--- src/rtl/mdl_dac_receiver_pkg.sv ---
// Shared constants and FSM state type for the serial DAC receiver.
package mdl_dac_receiver_pkg;

    localparam int SR_W     = 16;
    localparam int EXP_MSB  = 15;
    localparam int MANT_LSB = 3;
    localparam int EXP_W    = 3;
    localparam int MANT_W   = 10;
    localparam int OUT_W    = 16;
    localparam int WDOG_W   = 6;

    typedef enum logic [1:0] {
        HUNT,
        WAIT_R,
        WAIT_L
    } state_t;

endpackage

--- src/rtl/mdl_dac_fp2lin.sv ---
// Floating-point DAC word {exponent, offset-binary mantissa} to 16-bit signed linear.
module mdl_dac_fp2lin
    import mdl_dac_receiver_pkg::*;
(
    input  logic [EXP_W-1:0]        expo,
    input  logic [MANT_W-1:0]       mant,
    output logic signed [OUT_W-1:0] lin
);

    logic signed [MANT_W-1:0] sman;
    logic signed [OUT_W-1:0]  sext;

    // Flip the mantissa MSB to get two's complement, sign-extend, scale by 2^(e-1); e=0 mutes
    always_comb begin
        sman = {~mant[MANT_W-1], mant[MANT_W-2:0]};
        sext = OUT_W'(sman);
        if (expo == '0) begin
            lin = '0;
        end else begin
            lin = sext <<< (expo - 1'b1);
        end
    end

endmodule

--- src/rtl/mdl_dac_receiver.sv ---
// Receiver for the SO/SH1/SH2 sound link: deserialises, frames L/R words and
// converts them to signed linear samples, with framing and watchdog checks.
module mdl_dac_receiver
    import mdl_dac_receiver_pkg::*;
#(
    parameter logic [WDOG_W-1:0] WDOG_LIMIT = 6'd63
) (
    input  logic                    i_EMUCLK,
    input  logic                    i_IC_n,
    input  logic                    i_phi1_NCEN_n,
    input  logic                    i_SO,
    input  logic                    i_SH1,
    input  logic                    i_SH2,
    output logic signed [OUT_W-1:0] o_L,
    output logic signed [OUT_W-1:0] o_R,
    output logic                    o_SAMPLE_VALID,
    output logic                    o_SYNCED,
    output logic                    o_FRAME_ERR
);

    logic [SR_W-1:0]         sr;
    logic                    sh1_d;
    logic                    sh2_d;
    state_t                  state;
    state_t                  state_nxt;
    logic                    paired;
    logic                    paired_nxt;
    logic [WDOG_W-1:0]       wdog;
    logic [WDOG_W-1:0]       wdog_inc;
    logic                    en;
    logic                    fall1;
    logic                    fall2;
    logic                    any_fall;
    logic                    wdog_trip;
    logic                    lat_l;
    logic                    lat_r;
    logic                    valid;
    logic                    err;
    logic signed [OUT_W-1:0] lin;
    logic                    unused_bits;

    assign en        = ~i_phi1_NCEN_n;
    assign fall1     = en & sh1_d & ~i_SH1;
    assign fall2     = en & sh2_d & ~i_SH2;
    assign any_fall  = fall1 | fall2;
    assign wdog_inc  = (wdog == '1) ? wdog : wdog + 1'b1;
    assign wdog_trip = en && !any_fall && (state != HUNT)
                       && (wdog != WDOG_LIMIT) && (wdog_inc == WDOG_LIMIT);
    assign o_SYNCED  = (state == WAIT_L) || ((state == WAIT_R) && paired);

    // The three low shift-register bits are padding in the word format
    assign unused_bits = sr[0];

    // L and R never latch on the same cycle, so one converter serves both
    mdl_dac_fp2lin u_fp2lin (
        .expo (sr[EXP_MSB -: EXP_W]),
        .mant (sr[MANT_LSB +: MANT_W]),
        .lin  (lin)
    );

    // Framing FSM: next state, latch strobes and error/valid decisions
    always_comb begin
        state_nxt  = state;
        paired_nxt = paired;
        lat_l      = 1'b0;
        lat_r      = 1'b0;
        valid      = 1'b0;
        err        = 1'b0;
        if (fall1 && fall2) begin
            err       = 1'b1;
            state_nxt = HUNT;
        end else begin
            case (state)
                HUNT: begin
                    if (fall1) begin
                        lat_l     = 1'b1;
                        state_nxt = WAIT_R;
                    end
                end
                WAIT_R: begin
                    if (fall2) begin
                        lat_r      = 1'b1;
                        valid      = 1'b1;
                        paired_nxt = 1'b1;
                        state_nxt  = WAIT_L;
                    end else if (fall1) begin
                        err   = 1'b1;
                        lat_l = 1'b1;
                    end
                end
                WAIT_L: begin
                    if (fall1) begin
                        lat_l     = 1'b1;
                        state_nxt = WAIT_R;
                    end else if (fall2) begin
                        err       = 1'b1;
                        state_nxt = HUNT;
                    end
                end
                default: state_nxt = HUNT;
            endcase
        end
        if (wdog_trip) begin
            err       = 1'b1;
            state_nxt = HUNT;
        end
        if (state_nxt == HUNT) begin
            paired_nxt = 1'b0;
        end
    end

    // FSM state register, advanced only on enabled cycles
    always_ff @(posedge i_EMUCLK) begin
        if (!i_IC_n) begin
            state  <= HUNT;
            paired <= 1'b0;
        end else if (en) begin
            state  <= state_nxt;
            paired <= paired_nxt;
        end
    end

    // Shifting, edge history, watchdog, sample latches and one-clock pulses
    always_ff @(posedge i_EMUCLK) begin
        if (!i_IC_n) begin
            sr             <= '0;
            sh1_d          <= 1'b1;
            sh2_d          <= 1'b1;
            wdog           <= '0;
            o_L            <= '0;
            o_R            <= '0;
            o_SAMPLE_VALID <= 1'b0;
            o_FRAME_ERR    <= 1'b0;
        end else begin
            o_SAMPLE_VALID <= valid;
            o_FRAME_ERR    <= err;
            if (en) begin
                sr    <= {i_SO, sr[SR_W-1:1]};
                sh1_d <= i_SH1;
                sh2_d <= i_SH2;
                wdog  <= any_fall ? '0 : wdog_inc;
                if (lat_l) begin
                    o_L <= lin;
                end
                if (lat_r) begin
                    o_R <= lin;
                end
            end
        end
    end

endmodule

--- config.mk ---
export PLATFORM = sky130hd
export DESIGN_NAME = mdl_dac_receiver
export DESIGN_NICKNAME = d
export VERILOG_FILES = /design/src/rtl/mdl_dac_receiver_pkg.sv /design/src/rtl/mdl_dac_fp2lin.sv /design/src/rtl/mdl_dac_receiver.sv
export SDC_FILE = /design/constraint.sdc
export NUM_CORES = 1
export LEC_CHECK = 0
export ABC_AREA = 1
export CORE_MARGIN = 1
export CORE_UTILIZATION = 54
export CTS_CLUSTER_SIZE = 14
export DETAILED_ROUTE_END_ITERATION = 8
export PLACE_DENSITY_LB_ADDON = 0.12
export SETUP_SLACK_MARGIN = 0.5
export SLEW_MARGIN = 10
export SYNTH_ARGS = -nofsm -noshare
export SYNTH_HDL_FRONTEND = slang
export SYNTH_SLANG_ARGS = --single-unit
--- constraint.sdc ---
create_clock -name i_EMUCLK -period 2.3 [get_ports i_EMUCLK]
set_input_delay 0.345 -clock i_EMUCLK [delete_from_list [all_inputs] [get_ports i_EMUCLK]]
set_output_delay 0.345 -clock i_EMUCLK [all_outputs]
set_load 0.01 [all_outputs]
==> impl_metrics.json, run 1 <==
{
  "hpwl_um": 4720,
  "final_hold_viol_count": 0,
  "die_x_um": 75.2,
  "fmax_ghz": 0.559,
  "antenna_found_initial": 0,
  "vdd_ir_drop_max_mv": 0.508,
  "io_pins": 41,
  "worst_slew_pin_slew_ns": 0.587,
  "critical-path-top-delay-family": "buffers and inverters",
  "crit_chain": "inv_2, ha_2, inv_1, o21ai_0, clkdlybuf4s15_2",
  "postCtsHoldBufs": 0,
  "cts_tree": "yes",
  "num_vias": 2743,
  "cp-start-kind": "register",
  "path_clk_slew_ns": 0.07,
  "fin_util_pct": 70.8,
  "synth_area_mm2": 0.00289,
  "dr.pass1.iters": 5,
  "combPwrFrac_pct": 16.4,
  "port_buffers": 40,
  "yosysSeqAreaShare_pct": 40.1,
  "grt.total_usage_pct": 25.1,
  "drive_gt1_share_pct": 13.2,
  "netlist_instances": 416,
  "pwr-share-seq_pct": 42.5,
  "floorplan.initialDensity_pct": 56.3,
  "postCtsSetupBuffers": 0,
  "htreeDepth": 3,
  "gp_congestion": 0.882,
  "place_area_mm2": 0.00333,
  "slowest_stage": "dfxtp_2",
  "finalPower_mw": 2.55,
  "max-cap-violations": 0,
  "drc": 0,
  "synthFlopType": "dfxtp_1",
  "cts_sinks": 58,
  "final_cell_mix": "nand2_1 (69), nor2_1 (59), dfxtp_1 (54)",
  "min_path_type": "register to register",
  "syn2layout_area_growth_pct": 25.8,
  "grt_pass1_wl_um": 10700,
  "status": "finished, final reports clean",
  "layout_commonest_cell": "nand2_1",
  "power_density_mw_per_mm2": 701,
  "grt_overflow_total": 0,
  "ys_warn_count": 0,
  "slowest_delay_ns": 0.35,
  "path_class": "register to primary output",
  "cts_buffers": 9,
  "finalWirelength_um": 6580,
  "ys_types": 32,
  "avgViaCountPerCell": 5.17,
  "timing.final.crit_period_ns": 1.79,
  "diodes": 0,
  "switching_share_pct": 27.4,
  "row_count": 26,
  "tns_ns": 0,
  "synthesis.nets": 429,
  "ys_ff_latch": 58,
  "intPower_mw": 1.85,
  "critical_path.max_fanout": 4,
  "maxSlewHeadroom_pct": 60.9,
  "cp-end-kind": "primary output",
  "clock_power_share_pct": 41.1,
  "layout.nets": 469,
  "clk_latency_ns": 0.34,
  "setup_viol": 0,
  "p_switching_mw": 0.700,
  "fin_skew_ns": 0.00792,
  "die-area_mm2": 0.00565,
  "design_area_mm2": 0.00364,
  "syn-mean-instance-area_um2": 6.95,
  "worstPathArrival_ns": 1.44,
  "worstPathRequired_ns": 1.96,
  "first_global_vias": 2352,
  "drt_iter0_markers": 160,
  "async_reset_ff_share_pct": 0,
  "fin_crit_sh_pct": 77.8,
  "cts_max_path_buffers": 2,
  "fin_worst_hold_slack_ns": 0.475,
  "p_leak_nw": 1.51,
  "dieHeight_um": 75.2,
  "coreArea_mm2": 0.00514,
  "critical_path_buf_inv_count": 3,
  "rsz0062_at_grt": "yes",
  "slew_violations": 0,
  "postRouteAntennaNets": 0,
  "wire_per_inst_um": 12.4,
  "synth_edf_count": 0,
  "clock-root-buffer": "clkbuf_8",
  "grt_max_degree": 36
}
path summary, 6_finish.rpt:
check	start	to	slack (ns)	cells past startpoint
worst max-delay path	state[1]$_SDFFE_PN0N_	o_SYNCED	0.51	5
worst min-delay path	o_L[7]$_SDFFE_PN0P_	o_L[7]$_SDFFE_PN0P_	0.48	2
worst max register to register	sr[13]$_SDFFE_PN0N_	o_L[13]$_SDFFE_PN0P_	0.65	9
worst min register to register	o_L[7]$_SDFFE_PN0P_	o_L[7]$_SDFFE_PN0P_	0.48	2
what timing repair did:
action	CTS	global route
resized for setup	9	25
setup endpoints to repair	17	31
cloned	0	0
pin swaps	0	2
Yosys cell counts (all sizes together) (2+ instances only):
cell	instances	area [µm²]
xnor2	2	25.0
nor2	67	284
o211ai	2	15.0
buf	12	83.8
nand3	11	55.1
nand2	72	278
nand4	2	12.5
inv	51	191
clkbuf	7	26.3
or2	2	12.5
o21ai	74	378
dfxtp	58	1160
ha	7	87.6
mux2i	3	30.0
a21oi	40	204
cells by family (layout without fill, tap and decap cells):
| kind of cell | after synthesis | after routing | synth area share, % |
|---|---|---|---|
| simple gates | 155 | 155 | 22.5 |
| xor+xnor | 2 | 2 | 0.865 |
| flops | 58 | 58 | 40.1 |
| mux | 3 | 3 | 1.04 |
| compound gates | 121 | 121 | 22.0 |
| buf+inv | 70 | 115 | 10.4 |
| fa+ha+maj | 7 | 7 | 3.03 |
power groups by stage:
stage          registers, mW  logic (mW)  clock network [mW]
2_1_floorplan           1.11       0.255                   0
3_3_place_gp            1.10       0.375                   0
3_5_place_dp            1.10       0.382                   0
4_1_cts                 1.08       0.389                1.06
5_1_grt                 1.09       0.467                1.10
6_report                1.08       0.417                1.05
per-stage QoR:
stage,std cells,setup slack (ns)
floorplan,416,0.530
global placement,515,0.338
detailed placement,515,0.277
CTS,531,0.490
global route,531,0.459
finish,531,0.511
layer usage:
layer	GRT usage [%]	routed length (µm)
met5	0	0
met2	37.7	2970
met1	34.4	3200
met4	10.3	98
met3	6.56	313
registers in the layout (all words and copies together) (netlist names):
| name | cells |
|---|---|
| sr | 13 |
| sh1_d | 1 |
| o_L | 16 |
| o_SAMPLE_VALID | 1 |
| sh2_d | 1 |
| o_R | 16 |
| o_FRAME_ERR | 1 |
| state | 2 |
| paired | 1 |
| wdog | 6 |
tightest hold or removal path, stage by stage (launching register included):
cell and delay, ns:
dfxtp_1 0.31, nand2_1 0.06, a21oi_1 0.06
layout make-up:
type                    count  area, µm²
well taps                  70       87.6
multi-input cells         288       1500
repair buffers             48        462
clock buffers              11        141
clock inverters             5       77.6
flip-flops and latches     58       1170
inverters                  51        199
fillers                   468       1500
No activity file was read; power rests on OpenSTA's default activity.
==> run 2: changes to the inputs <==
CORE_UTILIZATION = 49   (was 54)
clock period = 1.45 ns   (was 2.3 ns; I/O delays follow)
==> run 2 against run 1 <==
  * Clock power increased by 61%
  * Non-clock buffer count increased by 67
  * Combinational power increased to 3.3 times the previous value
  * Critical path depth increased by 6
  * Die area increased by 9.9%
  * Cell count increased by 14%
  * Sequential share of layout area decreased by 8.6 points
  * Global-route usage increased by 5.4 points
  * Utilization increased by 22 points
  * Hold slack got worse by 0.085 ns
  * Highest routed layer unchanged
  * The run now ends with negative setup slack left
==> impl_metrics.json, run 2 (synthesized netlist as in run 1, its figures left out) <==
{
  "htreeDepth": 3,
  "pre_cts_ws_ns": -0.390,
  "finalWirelength_um": 14000,
  "final_hold_viol_count": 0,
  "cts_max_path_buffers": 2,
  "cp-end-kind": "register",
  "antenna_found_initial": 0,
  "cp-start-kind": "register",
  "n_fill_cell": 172,
  "path_clk_slew_ns": 0.07,
  "row_count": 27,
  "worst-path-stages": 11,
  "worstPathArrival_ns": 2.04,
  "grt_overflow_total": 0,
  "tns_ns": -5.68,
  "ff_latch_area_mm2": 0.00123,
  "drive_gt1_share_pct": 62.2,
  "wire_per_inst_um": 23.1,
  "postCtsHoldBufs": 0,
  "maxSlewHeadroom_pct": 72.6,
  "grt_max_degree": 36,
  "die_x_um": 78.8,
  "grt.total_usage_pct": 30.6,
  "cts_tree": "yes",
  "fin_crit_sh_pct": 122,
  "die-area_mm2": 0.00621,
  "path_class": "register to register",
  "fmax_ghz": 0.567,
  "clk_latency_ns": 0.35,
  "gp_congestion": 0.906,
  "max-cap-violations": 0,
  "reg_top3": "o_L: 16 flops, o_R: 16 flops, sr: 13 flops",
  "worst_slew_pin_slew_ns": 0.408,
  "syn2layout_area_growth_pct": 80.2,
  "rsz0062_at_grt": "yes",
  "critical_path_buf_inv_count": 2,
  "floorplan.initialDensity_pct": 51.6,
  "violations": "negative setup slack",
  "p_leak_nw": 2.28,
  "slowest_stage": "dfxtp_4",
  "setup_viol": 38,
  "timing.final.crit_period_ns": 1.76,
  "drc": 0,
  "num_vias": 3746,
  "slew_violations": 0,
  "power_density_mw_per_mm2": 924,
  "critical-path-top-delay-family": "simple AND/OR/NAND/NOR gates",
  "postRouteAntennaNets": 0,
  "first_global_vias": 3152,
  "fin_skew_ns": 0.0205,
  "min_path_type": "input port to register",
  "final_cell_mix": "buf_6 (49), buf_4 (49), nor2_1 (39)",
  "cts_buffers": 9,
  "vdd_ir_drop_max_mv": 0.817,
  "status": "finished, violations left",
  "layout.nets": 540,
  "dieHeight_um": 78.8,
  "hold_depth": 4,
  "avgViaCountPerCell": 6.20,
  "diodes": 0,
  "drt_iter0_markers": 425,
  "io_pins": 41,
  "setup_ws_ns": -0.315,
  "cts_sinks": 58,
  "multi_input_comb_area_mm2": 0.00222,
  "clock-root-buffer": "clkbuf_8",
  "hpwl_um": 5270,
  "grt_pass1_wl_um": 14600,
  "coreArea_mm2": 0.00561,
  "dr.pass1.iters": 5,
  "ff2ff_path_depth": 11,
  "critical_path.max_fanout": 3,
  "worstPathRequired_ns": 1.72,
  "crit_chain": "ha_4, nand2_4, nor2_4, nand2_4, nand2_2, nand3_2, nor2_2, nand3_2, buf_4, buf_4, a21oi_2",
  "port_buffers": 40,
  "slowest_delay_ns": 0.37
}
run 2: changes by cell type in the layout (fill, tap and decap cells not counted), sizes merged:
cell / previous run / this run
clkdlybuf4s50: 39 / 1
clkdlybuf4s15: 1 / 0
dlygate4sd2: 0 / 3
inv: 51 / 52
clkinv: 2 / 5
buf: 8 / 108
dlymetal6s2s: 0 / 1
clkbuf: 11 / 13
run 2: worst paths after layout:
| kind | from | endpoint | slack [ns] |
|---|---|---|---|
| max | wdog[0]$_SDFFE_PN0N_ | o_FRAME_ERR$_SDFF_PN0_ | -0.31 |
| min reg2reg | o_L[7]$_SDFFE_PN0P_ | o_L[7]$_SDFFE_PN0P_ | 0.50 |
| max reg2reg | wdog[0]$_SDFFE_PN0N_ | o_FRAME_ERR$_SDFF_PN0_ | -0.31 |
| min | i_SH1 | sh1_d$_SDFFE_PN1N_ | 0.39 |
run 2: repair_timing:
| item | CTS | global route |
|---|---|---|
| endpoints found under the setup margin | 93 | 78 |
| resized for setup | 316 | 129 |
| pin swaps | 30 | 40 |
| setup buffers | 14 | 15 |
| gates cloned | 3 | 4 |
run 2: area by class of cell:
type                       instances  area share, %
multi-input combinational        288           42.7
sequential                        58           23.6
timing repair buffer             115           22.3
inverter                          51           4.78
clock buffer                      11           2.71
tap                               72           1.73
clock inverter                     5           1.49
timing repair inverter             4          0.720
run 2: stage by stage:
stage	area [µm²]	hold slack (ns)	cells	power, mW	util, %
after CTS	4550	0.363	585	4.39	81.1
after global routing	5210	0.390	604	4.95	92.9
after floorplan	3070	0.348	416	2.22	-
final	5210	0.390	604	4.82	92.9
after detailed placement	3800	0.467	552	2.52	67.7
after global placement	3800	0.460	552	2.50	67.7
run 2: worst register-to-register path, delay by kind of cell (launching register included):
| family | cells | cell delay, ns |
|---|---|---|
| compound gates | 1 | 0.11 |
| fa+ha+maj | 1 | 0.18 |
| buf+inv | 2 | 0.28 |
| flops | 1 | 0.37 |
| simple gates | 7 | 0.77 |
run 2: metal layers:
layer | up-vias | wire length (µm) | share of wire, % | global-route usage (%)
met2 | 315 | 6730 | 48 | 52.8
li1 | 1582 | - | - | -
met3 | 122 | 1140 | 8.1 | 7.24
met5 | - | 0 | 0 | 0
met1 | 1727 | 4970 | 36 | 35.3
met4 | 0 | 1130 | 8.1 | 14.9
run 2: power by group:
part | total, mW | internal (mW) | switching (mW)
clock | 1.69 | 1.01 | 0.681
sequential | 1.75 | 1.67 | 0.0775
combinational | 1.38 | 0.560 | 0.819
